===== src/rtl/elev_pkg.sv =====
// Shared constants, state encoding and floor-mask helpers for the
// three-floor elevator controller.
package elev_pkg;

  localparam int PISO_W = 2;
  localparam int CNT_W  = 4;

  localparam logic [PISO_W-1:0] PISO_MIN = 2'd0;
  localparam logic [PISO_W-1:0] PISO_MAX = 2'd2;

  localparam logic UP   = 1'b1;
  localparam logic DOWN = 1'b0;

  typedef enum logic [1:0] {
    IDLE   = 2'd0,
    SUBIR  = 2'd1,
    BAJAR  = 2'd2,
    PUERTA = 2'd3
  } estado_t;

  // One-hot request bit for a floor.
  function automatic logic [2:0] floor_bit(input logic [PISO_W-1:0] p);
    return 3'b001 << p;
  endfunction

  // Request bits strictly above floor p.
  function automatic logic [2:0] above_mask(input logic [PISO_W-1:0] p);
    case (p)
      PISO_MIN: return 3'b110;
      2'd1:     return 3'b100;
      default:  return 3'b000;
    endcase
  endfunction

  // Request bits strictly below floor p.
  function automatic logic [2:0] below_mask(input logic [PISO_W-1:0] p);
    case (p)
      PISO_MIN: return 3'b000;
      2'd1:     return 3'b001;
      default:  return 3'b011;
    endcase
  endfunction

endpackage


===== src/rtl/elev_timer.sv =====
// Tick counter for travel and door timing. Clears on request, advances on
// each enabled tick and flags the tick on which it sits at its limit.
// ELEV_CLK_DIV_EN: build an internal prescaler that generates the tick
// from clk every DIV cycles; otherwise the external tick_i is used.
module elev_timer
  import elev_pkg::*;
#(
  parameter int unsigned DIV = 50000000
) (
  input  logic             clk,
  input  logic             rst,
  input  logic             tick_i,
  input  logic             clr_i,
  input  logic             en_i,
  input  logic [CNT_W-1:0] lim_i,
  output logic             tc_o
);

  logic             tick_eff;
  logic [CNT_W-1:0] cnt_q, cnt_d;

`ifdef ELEV_CLK_DIV_EN
  localparam int unsigned PRE_W = (DIV > 1) ? $clog2(DIV) : 1;

  logic [PRE_W-1:0] pre_q, pre_d;

  // Prescaler wraps at DIV-1; the wrap cycle is the tick.
  always_comb begin
    pre_d = (pre_q == PRE_W'(DIV - 1)) ? '0 : pre_q + 1'b1;
  end

  // Prescaler register.
  always_ff @(posedge clk) begin
    if (rst) pre_q <= '0;
    else     pre_q <= pre_d;
  end

  assign tick_eff = (pre_q == PRE_W'(DIV - 1));
`else
  // A zero DIV means no timebase at all, so the tick is suppressed.
  assign tick_eff = tick_i & (DIV != 0);
`endif

  // Clear wins over counting; counting only on an enabled tick.
  always_comb begin
    cnt_d = cnt_q;
    if (clr_i)                cnt_d = '0;
    else if (en_i && tick_eff) cnt_d = cnt_q + 1'b1;
  end

  // Tick counter register.
  always_ff @(posedge clk) begin
    if (rst) cnt_q <= '0;
    else     cnt_q <= cnt_d;
  end

  assign tc_o = en_i & tick_eff & (cnt_q == lim_i);

endmodule


===== src/rtl/elevador_ctrl_3p.sv =====
// Three-floor elevator scheduler: latches floor requests, picks a travel
// direction (keeping the current one while requests remain that way) and
// drives motor, door and status outputs. Timing comes from elev_timer.
// ELEV_CLK_DIV_EN selects the internal prescaler inside elev_timer.
module elevador_ctrl_3p
  import elev_pkg::*;
#(
  parameter int          T_VIAJE  = 4,
  parameter int          T_PUERTA = 3,
  parameter int unsigned DIV      = 50000000
) (
  input  logic       clk,
  input  logic       rst,
  input  logic       tick,
  input  logic [2:0] btn,
  output logic [1:0] piso,
  output logic       motor_sub,
  output logic       motor_baj,
  output logic       puerta,
  output logic [2:0] pend,
  output logic [1:0] estado
);

  estado_t           estado_q, estado_d;
  logic              dir_q, dir_d;
  logic [PISO_W-1:0] piso_q, piso_d, piso_nx;
  logic [2:0]        pend_q, pend_d, req;
  logic              cnt_clr, cnt_en, cnt_tc;
  logic [CNT_W-1:0]  cnt_lim;

  elev_timer #(.DIV(DIV)) u_timer (
    .clk    (clk),
    .rst    (rst),
    .tick_i (tick),
    .clr_i  (cnt_clr),
    .en_i   (cnt_en),
    .lim_i  (cnt_lim),
    .tc_o   (cnt_tc)
  );

  // Next state, direction, floor and request latch; timer control.
  always_comb begin
    estado_d = estado_q;
    dir_d    = dir_q;
    piso_d   = piso_q;
    piso_nx  = piso_q;
    req      = pend_q | btn;
    pend_d   = req;
    cnt_clr  = 1'b0;
    cnt_en   = 1'b0;
    cnt_lim  = CNT_W'(T_VIAJE - 1);
    case (estado_q)
      IDLE: begin
        cnt_clr = 1'b1;
        if ((req & floor_bit(piso_q)) != 3'b000) begin
          estado_d = PUERTA;
          pend_d   = req & ~floor_bit(piso_q);
        end else if ((req & above_mask(piso_q)) != 3'b000 &&
                     (req & below_mask(piso_q)) != 3'b000) begin
          estado_d = (dir_q == UP) ? SUBIR : BAJAR;
        end else if ((req & above_mask(piso_q)) != 3'b000) begin
          estado_d = SUBIR;
          dir_d    = UP;
        end else if ((req & below_mask(piso_q)) != 3'b000) begin
          estado_d = BAJAR;
          dir_d    = DOWN;
        end
      end
      SUBIR, BAJAR: begin
        cnt_en = 1'b1;
        if (cnt_tc) begin
          cnt_clr = 1'b1;
          piso_nx = (estado_q == SUBIR) ? piso_q + 2'd1 : piso_q - 2'd1;
          piso_d  = piso_nx;
          if ((req & floor_bit(piso_nx)) != 3'b000) begin
            estado_d = PUERTA;
            pend_d   = req & ~floor_bit(piso_nx);
          end else if (((dir_q == UP) ? (req & above_mask(piso_nx))
                                      : (req & below_mask(piso_nx))) == 3'b000) begin
            estado_d = IDLE;
          end
        end
      end
      PUERTA: begin
        cnt_en  = 1'b1;
        cnt_lim = CNT_W'(T_PUERTA - 1);
        pend_d  = req & ~floor_bit(piso_q);
        if (btn[piso_q]) begin
          // Door-hold: keep restarting the open time.
          cnt_clr = 1'b1;
        end else if (cnt_tc) begin
          cnt_clr = 1'b1;
          if (dir_q == UP) begin
            if ((pend_d & above_mask(piso_q)) != 3'b000) begin
              estado_d = SUBIR;
            end else if ((pend_d & below_mask(piso_q)) != 3'b000) begin
              estado_d = BAJAR;
              dir_d    = DOWN;
            end else begin
              estado_d = IDLE;
            end
          end else begin
            if ((pend_d & below_mask(piso_q)) != 3'b000) begin
              estado_d = BAJAR;
            end else if ((pend_d & above_mask(piso_q)) != 3'b000) begin
              estado_d = SUBIR;
              dir_d    = UP;
            end else begin
              estado_d = IDLE;
            end
          end
        end
      end
      default: begin
        estado_d = IDLE;
        cnt_clr  = 1'b1;
      end
    endcase
  end

  // State, direction, floor and request registers.
  always_ff @(posedge clk) begin
    if (rst) begin
      estado_q <= IDLE;
      dir_q    <= UP;
      piso_q   <= PISO_MIN;
      pend_q   <= 3'b000;
    end else begin
      estado_q <= estado_d;
      dir_q    <= dir_d;
      piso_q   <= piso_d;
      pend_q   <= pend_d;
    end
  end

  assign piso      = piso_q;
  assign pend      = pend_q;
  assign estado    = estado_q;
  assign motor_sub = (estado_q == SUBIR);
  assign motor_baj = (estado_q == BAJAR);
  assign puerta    = (estado_q == PUERTA);

endmodule


===== config.mk =====
export PLATFORM = sky130hd
export DESIGN_NAME = elevador_ctrl_3p
export DESIGN_NICKNAME = d
export VERILOG_FILES = /design/src/rtl/elev_pkg.sv /design/src/rtl/elev_timer.sv /design/src/rtl/elevador_ctrl_3p.sv
export SDC_FILE = /design/constraint.sdc
export NUM_CORES = 1
export LEC_CHECK = 0
export BUFFER_PORTS_ARGS = -buffer_cell sky130_fd_sc_hd__buf_2
export CORE_ASPECT_RATIO = 1.75
export CORE_MARGIN = 2
export CORE_UTILIZATION = 45
export CTS_CLUSTER_DIAMETER = 150
export CTS_CLUSTER_SIZE = 20
export DETAILED_ROUTE_END_ITERATION = 8
export GPL_TIMING_DRIVEN = 0
export PLACE_DENSITY = 0.73
export SYNTH_ARGS = -nofsm -noshare
export SYNTH_HDL_FRONTEND = slang
export SYNTH_SLANG_ARGS = --single-unit
export TNS_END_PERCENT = 100

===== constraint.sdc =====
create_clock -name clk -period 3.3 [get_ports clk]
set_clock_uncertainty 0.15 [all_clocks]
set_input_delay 0.66 -clock clk [delete_from_list [all_inputs] [get_ports clk]]
set_output_delay 0.66 -clock clk [all_outputs]
set_load 0.01 [all_outputs]

# Word-level counts from Yosys, hierarchy flattened
# Index checks and enable logic that the tools add are counted.
# totals
mem_count,0
ram_bits,0
in_bits,6
reg_bits,12
wordCells,147
output_inout_bits,10
latchBits,0
romBits,0
# classes
bitwise,19
n_shift,2
n_eq_ne,14
order_cmp,1
addsub,3
n_reduce_logical,23
n_mux,80
n_div,0
mul,0
# ops
cell,count
$mux W3,39
$and A3 B3 Y3,14
$mux W2,15
$reduce_bool A3 Y1,10
$mux W1,17
$pmux W3 S2,2
$pmux W3 S3,1
$ne A2 B2 Y1 const B,4
$pmux W2 S2,2
$eq A2 B1 Y1 const B,3
$logic_not A2 Y1,3
$ne A3 B3 Y1 const B,2
$not A3 Y3,2
$pmux W2 S3,1
$reduce_and A6 Y1,1
$shl A1 B2 Y3 const A,2
$ne A5 B5 Y1 const B,1
$reduce_and A5 Y1,1
$add A4 B1 Y4 const B,1
$eq A2 B2 Y1 const B,2
$eq A4 B2 Y1,1
$reduce_or A2 Y1,2
$logic_not A3 Y1,1
$lt A2 B3 Y1 const B,1
12 further kinds,14

# Longest topological paths before layout
# logic_depth
depth_word,24
mapped_depth,8
ltp_nobuf,7

# Modules after synthesis
# Synthesis repeated with hierarchy kept, for this count alone.
# unflattened
cells_unflattened,147
area_unflattened_um2,1143.6
# modules_own_cells
module,instances,seq_area_each_um2,area_per_inst_um2,cells_per_inst
elevador_ctrl_3p,1,160.2,923.4,124
elev_timer,1,80.1,220.2,23

# Worst setup path after synthesis
# OpenSTA, ideal clock, no wires.
# synth_timing
kind,reg-to-reg
from,reg piso_q[0] (netlist: piso[0])
to,reg estado_q[0] (netlist: estado[0])
setup_time_ns,0.124
required_ns,3.026
stages_incl_launch_ff,9
t_arrival_ns,2.144
path_buffers,1
period_less_slack_ns,2.418
setup_slack_ns,0.882
path_cell_list,dfxtp_1 -> clkbuf_1 -> inv_1 -> ha_1 -> xnor2_1 -> mux2i_1 -> a311o_1 -> o211ai_1 -> mux2i_1
# synth_between
elab_chain_len,15
word_cells_on_any_way,86
classes_between,add/sub (2); eq/ne (5); shift (2); mux (50); bitwise (13); reduce/logical (14)
# synth_rtl
item,line,text
from (decl),elevador_ctrl_3p.sv:26,"logic [PISO_W-1:0] piso_q, piso_d, piso_nx;"
from (signal assigned),elevador_ctrl_3p.sv:131,piso_q <= piso_d;
$eq A2 B1 Y1 / $logic_not A2 Y1 (equally long branches),"elev_pkg.sv:28, elev_pkg.sv:37",
$pmux W3 S2,elev_pkg.sv:28,case (p)
$mux W3,elevador_ctrl_3p.sv:103,if ((pend_d & below_mask(piso_q)) != 3'b000) begin
$mux W3,elevador_ctrl_3p.sv:93,if (dir_q == UP) begin
$mux W3,elevador_ctrl_3p.sv:91,end else if (cnt_tc) begin
$mux W3,elevador_ctrl_3p.sv:88,if (btn[piso_q]) begin
$mux W3,elevador_ctrl_3p.sv:52,case (estado_q)
$and A3 B3 Y3,elevador_ctrl_3p.sv:105,end else if ((pend_d & above_mask(piso_q)) != 3'b000) begin
$reduce_bool A3 Y1,elevador_ctrl_3p.sv:105,
$mux W1,elevador_ctrl_3p.sv:105,
$mux W2,elevador_ctrl_3p.sv:103,
$mux W2,elevador_ctrl_3p.sv:93,
$mux W2,elevador_ctrl_3p.sv:91,
$mux W2,elevador_ctrl_3p.sv:88,
$pmux W2 S3,elevador_ctrl_3p.sv:52,
to (signal assigned),elevador_ctrl_3p.sv:129,estado_q <= estado_d;
to (decl),elevador_ctrl_3p.sv:24,"estado_t estado_q, estado_d;"
# Several ways; a longest one is shown, not always the timed one. The select of a mux whose other input is x is not followed.
# A chain may end at the register's enable or synchronous reset.

# Final worst setup path
# layout_timing
from,reg piso_q[0] (netlist: piso[0])
to,reg estado_q[1] (netlist: estado[1])
# layout_between
elab_chain_len,15
word_cells_on_any_way,86
classes_between,add/sub (2); eq/ne (5); shift (2); mux (50); bitwise (13); reduce/logical (14)
# layout_rtl
item,line,text
$eq A2 B1 Y1 / $logic_not A2 Y1 (equally long branches),"elev_pkg.sv:28, elev_pkg.sv:37",
$pmux W2 S2,elev_pkg.sv:37,case (p)
$mux W3,elevador_ctrl_3p.sv:94,if ((pend_d & above_mask(piso_q)) != 3'b000) begin
$mux W3,elevador_ctrl_3p.sv:93,
$mux W3,elevador_ctrl_3p.sv:91,
$mux W3,elevador_ctrl_3p.sv:88,
$mux W3,elevador_ctrl_3p.sv:52,
$and A3 B3 Y3,elevador_ctrl_3p.sv:96,end else if ((pend_d & below_mask(piso_q)) != 3'b000) begin
$reduce_bool A3 Y1,elevador_ctrl_3p.sv:96,
$mux W2,elevador_ctrl_3p.sv:96,
$mux W2,elevador_ctrl_3p.sv:94,
$mux W2,elevador_ctrl_3p.sv:93,
$mux W2,elevador_ctrl_3p.sv:91,
$mux W2,elevador_ctrl_3p.sv:88,
$pmux W2 S3,elevador_ctrl_3p.sv:52,
# Several ways; a longest one is shown, not always the timed one. The select of a mux whose other input is x is not followed.

==> impl_table.tex <==
\begin{tabular}{lr}
\hline
Metric & Value \\
\hline
\multicolumn{2}{l}{\textbf{Run status}} \\
Run status & completed \\
\multicolumn{2}{l}{\textbf{Setup path}} \\
Master of the slowest instance on the critical path & xnor2\_1 \\
CP startpoint kind & register \\
Worst setup slack for register-to-register paths & 0.51 ns \\
Max Fanout on Critical Path & 8 \\
CP max stage delay & 0.46 ns \\
Depth of the worst register-to-register path & 8 \\
Source of the worst register-to-register timing path & piso[0] \\
Crit Path Category & reg2reg \\
Critical-path cell list & clkbuf\_1, inv\_1, ha\_1, xnor2\_1, mux2i\_1, a311o\_1, o211ai\_1, mux2i\_1 \\
WP data required & 3.31 ns \\
Worst r2r dst & estado[1] \\
Cell repeated most along the worst path & mux2i\_1 \\
CP arrival & 2.80 ns \\
Number of buffer and inverter instances along the worst setup path & 2 \\
Element type at the critical path end & register \\
Kind of cell adding the most delay to the critical path & compound AO/OA/AOI/OAI gates \\
\multicolumn{2}{l}{\textbf{Clocking}} \\
Inserted Clock Buffers & 3 \\
Cells resized by post-CTS repair & 0 \\
Buffer type at the clock tree root & clkbuf\_4 \\
Post-CTS Repair Setup Buffers & 0 \\
Clock net sink count & 12 \\
CTS tree & built \\
Clock-pin slew on the worst setup and hold paths & 0.08 ns \\
Clock insertion delay at the later pin of the skew report & 0.28 ns \\
Buffers from clock root to sink, at most & 2 \\
Cts-stage hold buffer count & 0 \\
Total number of H-tree levels & 1 \\
\multicolumn{2}{l}{\textbf{Synthesis}} \\
Post-synth EDFFs & 0 \\
Xor-xnor portion of the synthesized cell area & 5.99\% \\
Synth unique cells & 41 \\
Sequential cell area fraction in the yosys report & 23.5\% \\
Simple logic cell fraction of the synthesized area & 26.7\% \\
Synthesized net count & 142 \\
Avg Inst Size Synth & 8.06 µm² \\
Largest family of logic cells by synthesized area & simple AND/OR/NAND/NOR gates \\
Yosys reg bits & 12 \\
Mux share of post-synthesis cell area & 6.85\% \\
Syn Std Cell Area & 1020 µm² \\
Arithmetic-cell share of the synthesized area counting full adders, half adders and majority gates & 11.0\% \\
Count of warnings emitted by yosys & 0 \\
Share of the synthesized area in compound gates (AO/OA/AOI/OAI) & 22.7\% \\
Synthesized instance count & 127 \\
Fraction of synthesis flops using an asynchronous set or reset pin & 0\% \\
Top\_reg\_cell synth & dfxtp\_1 \\
\multicolumn{2}{l}{\textbf{STA}} \\
Slew of the pin with the lowest slew margin & 0.594 ns \\
Fin crit share & 84.6\% \\
Max-slew violation count & 0 \\
Fin. Hold Viols & 0 \\
Final critical-path setup slack & 0.507 ns \\
Sum of negative setup slack & 0 ns \\
Post-layout minimum cycle time & 2.79 ns \\
Highest Clock Rate & 358 MHz \\
Final-report setup violation count & 0 \\
Unrepaired setup endpoints after global routing & no \\
Worst slew margin relative to its limit & 60.0\% \\
\multicolumn{2}{l}{\textbf{Pwr}} \\
Share of power burned in the clock network & 18.4\% \\
Pwr dens & 558 nW/µm² \\
Power share of the combinational group & 51.6\% \\
Internal Pwr Total & 0.375 mW \\
Standby leakage power & 0.470 nW \\
Net Switching & 0.272 mW \\
Sequential group share of total power & 30.0\% \\
Maximum VDD drop & 0.393 mV \\
Sw Share & 42.1\% \\
\multicolumn{2}{l}{\textbf{Floorplanning}} \\
Die area & 2690 µm² \\
CORE AREA & 2120 µm² \\
Horizontal extent of the die & 40.1 µm \\
Initial Utilization & 48.3\% \\
Vertical die dimension & 67.1 µm \\
Cell row count & 22 \\
I/O pin count & 16 \\
\multicolumn{2}{l}{\textbf{Detailed routing}} \\
Count of nets left with antenna violations after detail routing & 0 \\
Drt pass-1 iters & 4 \\
Initial DRC Count & 40 \\
Vias per cell & 6.17 \\
Routed wire length per instance & 15.7 µm \\
DRC violation count after routing & 0 \\
Vias & 1042 \\
Routed WL & 2650 µm \\
\multicolumn{2}{l}{\textbf{Min path}} \\
Hold Crit Depth & 2 \\
Min-Delay Startpoint & estado[0] \\
Class of the most critical hold timing path & reg2reg \\
Min-Delay Endpoint & estado[0] \\
\multicolumn{2}{l}{\textbf{Placed design}} \\
Pre-CTS setup slack & 0.588 ns \\
HPWL reported at the end of detailed placement & 2010 µm \\
Number of buffers added on ports & 14 \\
Routability cong. & 0.893 \\
\multicolumn{2}{l}{\textbf{Final layout}} \\
Net total in the final layout & 161 \\
Most frequent standard cell in the layout excluding fill and tap cells & nor2\_1 \\
Final design utilization & 54.7\% \\
Leading cell types in the layout, fill and taps excluded & nor2\_1 (18), buf\_2 (14), dfxtp\_1 (12), o21ai\_0 (9), ha\_1 (9) \\
Layout-stage area growth over the synthesis result & 13.3\% \\
Ant diodes & 0 \\
Layout cells sized above 1 & 16.6\% \\
\multicolumn{2}{l}{\textbf{Global routing}} \\
Via count of the first global-routing pass & 1024 \\
Largest net degree at the start of global routing & 10 \\
Leftover overflow at the end of global routing & 0 \\
Global-route wire length before repair & 4620 µm \\
Overall global routing resource usage & 25.1\% \\
Initial antenna violation count & 0 \\
\multicolumn{2}{l}{\textbf{Job}} \\
Max capacitance violation total & 0 \\
\hline
\end{tabular}
## cell type report
type	instances	area (µm²)
Sequential cell	12	240
Timing Repair Buffer	14	70.1
Fill cell	215	960
Buffer	3	11.3
Tap cell	24	30.0
Clock buffer	4	36.3
Inverter	6	22.5
Multi-Input combinational cell	106	749
## registers in the layout, indices dropped and copies added (netlist names)
signal and cells:
pend 3, dir_q 1, estado 2, piso 2, u_timer.cnt_q 4
## per-stage QoR
step	hold WS (ns)	std cells	total power, mW	cell area, µm²
after global placement	0.356	165	0.515	1120
after detailed placement	0.369	165	0.523	1120
after floorplan	0.363	127	0.434	1020
after CTS	0.384	169	0.644	1160
after global routing	0.416	169	0.702	1160
final	0.378	169	0.647	1160
## power by group through the flow
stage	clock [mW]	combinational, mW	sequential (mW)
5_1_grt	0.131	0.371	0.200
3_5_place_dp	0	0.326	0.197
6_report	0.119	0.334	0.194
2_1_floorplan	0	0.235	0.200
3_3_place_gp	0	0.320	0.195
4_1_cts	0.120	0.330	0.194
## worst reg2reg max path, cell delays in order, from the launching register on
cell	delay [ns]
dfxtp_1	0.35
clkbuf_1	0.27
inv_1	0.20
ha_1	0.37
xnor2_1	0.46
mux2i_1	0.18
a311o_1	0.40
o211ai_1	0.19
mux2i_1	0.12
## Yosys cell counts, types with 2 or more instances
| cell | n | area, µm² |
|---|---|---|
| o22ai_1 | 2 | 12.5 |
| a21oi_1 | 8 | 40.0 |
| nand2b_1 | 2 | 12.5 |
| ha_1 | 9 | 113 |
| nand3b_1 | 2 | 15.0 |
| o21a_1 | 2 | 15.0 |
| nand2_1 | 4 | 15.0 |
| clkbuf_1 | 3 | 11.3 |
| and4_1 | 2 | 17.5 |
| mux2i_1 | 7 | 70.1 |
| o21ai_0 | 9 | 45.0 |
| dfxtp_1 | 12 | 240 |
| nor3_1 | 4 | 20.0 |
| nand3_1 | 5 | 25.0 |
| inv_1 | 6 | 22.5 |
| xor2_1 | 3 | 26.3 |
| nor2_1 | 18 | 67.6 |
| o211ai_1 | 2 | 15.0 |
| xnor2_1 | 4 | 35.0 |
| a211oi_1 | 2 | 15.0 |
## metal layers
metal,global-route usage (%),share of wire [%]
met1,28.3,39
met2,39.9,52
met3,4.00,4.2
met4,18.1,4.8
met5,0,0
## kinds of logic after synthesis
logic type                 after synthesis
AOI/OAI and AO/OA                       35
xor gates and xnor gates                 7
adders and majority gates                9
buffers and inverters                    9
DFF                                     12
muxes                                    7
and+or+nand+nor                         48
## worst max path at each step
stage                 start         to  cells past startpoint
finish              piso[0]  estado[1]                      8
global route        piso[0]  estado[1]                      8
CTS                 piso[0]  estado[1]                      8
detailed placement  piso[0]  estado[1]                      8
global placement    piso[0]  estado[1]                      8
floorplan           piso[0]  estado[0]                      8
Note: power is estimated with default switching activity, not from simulation.
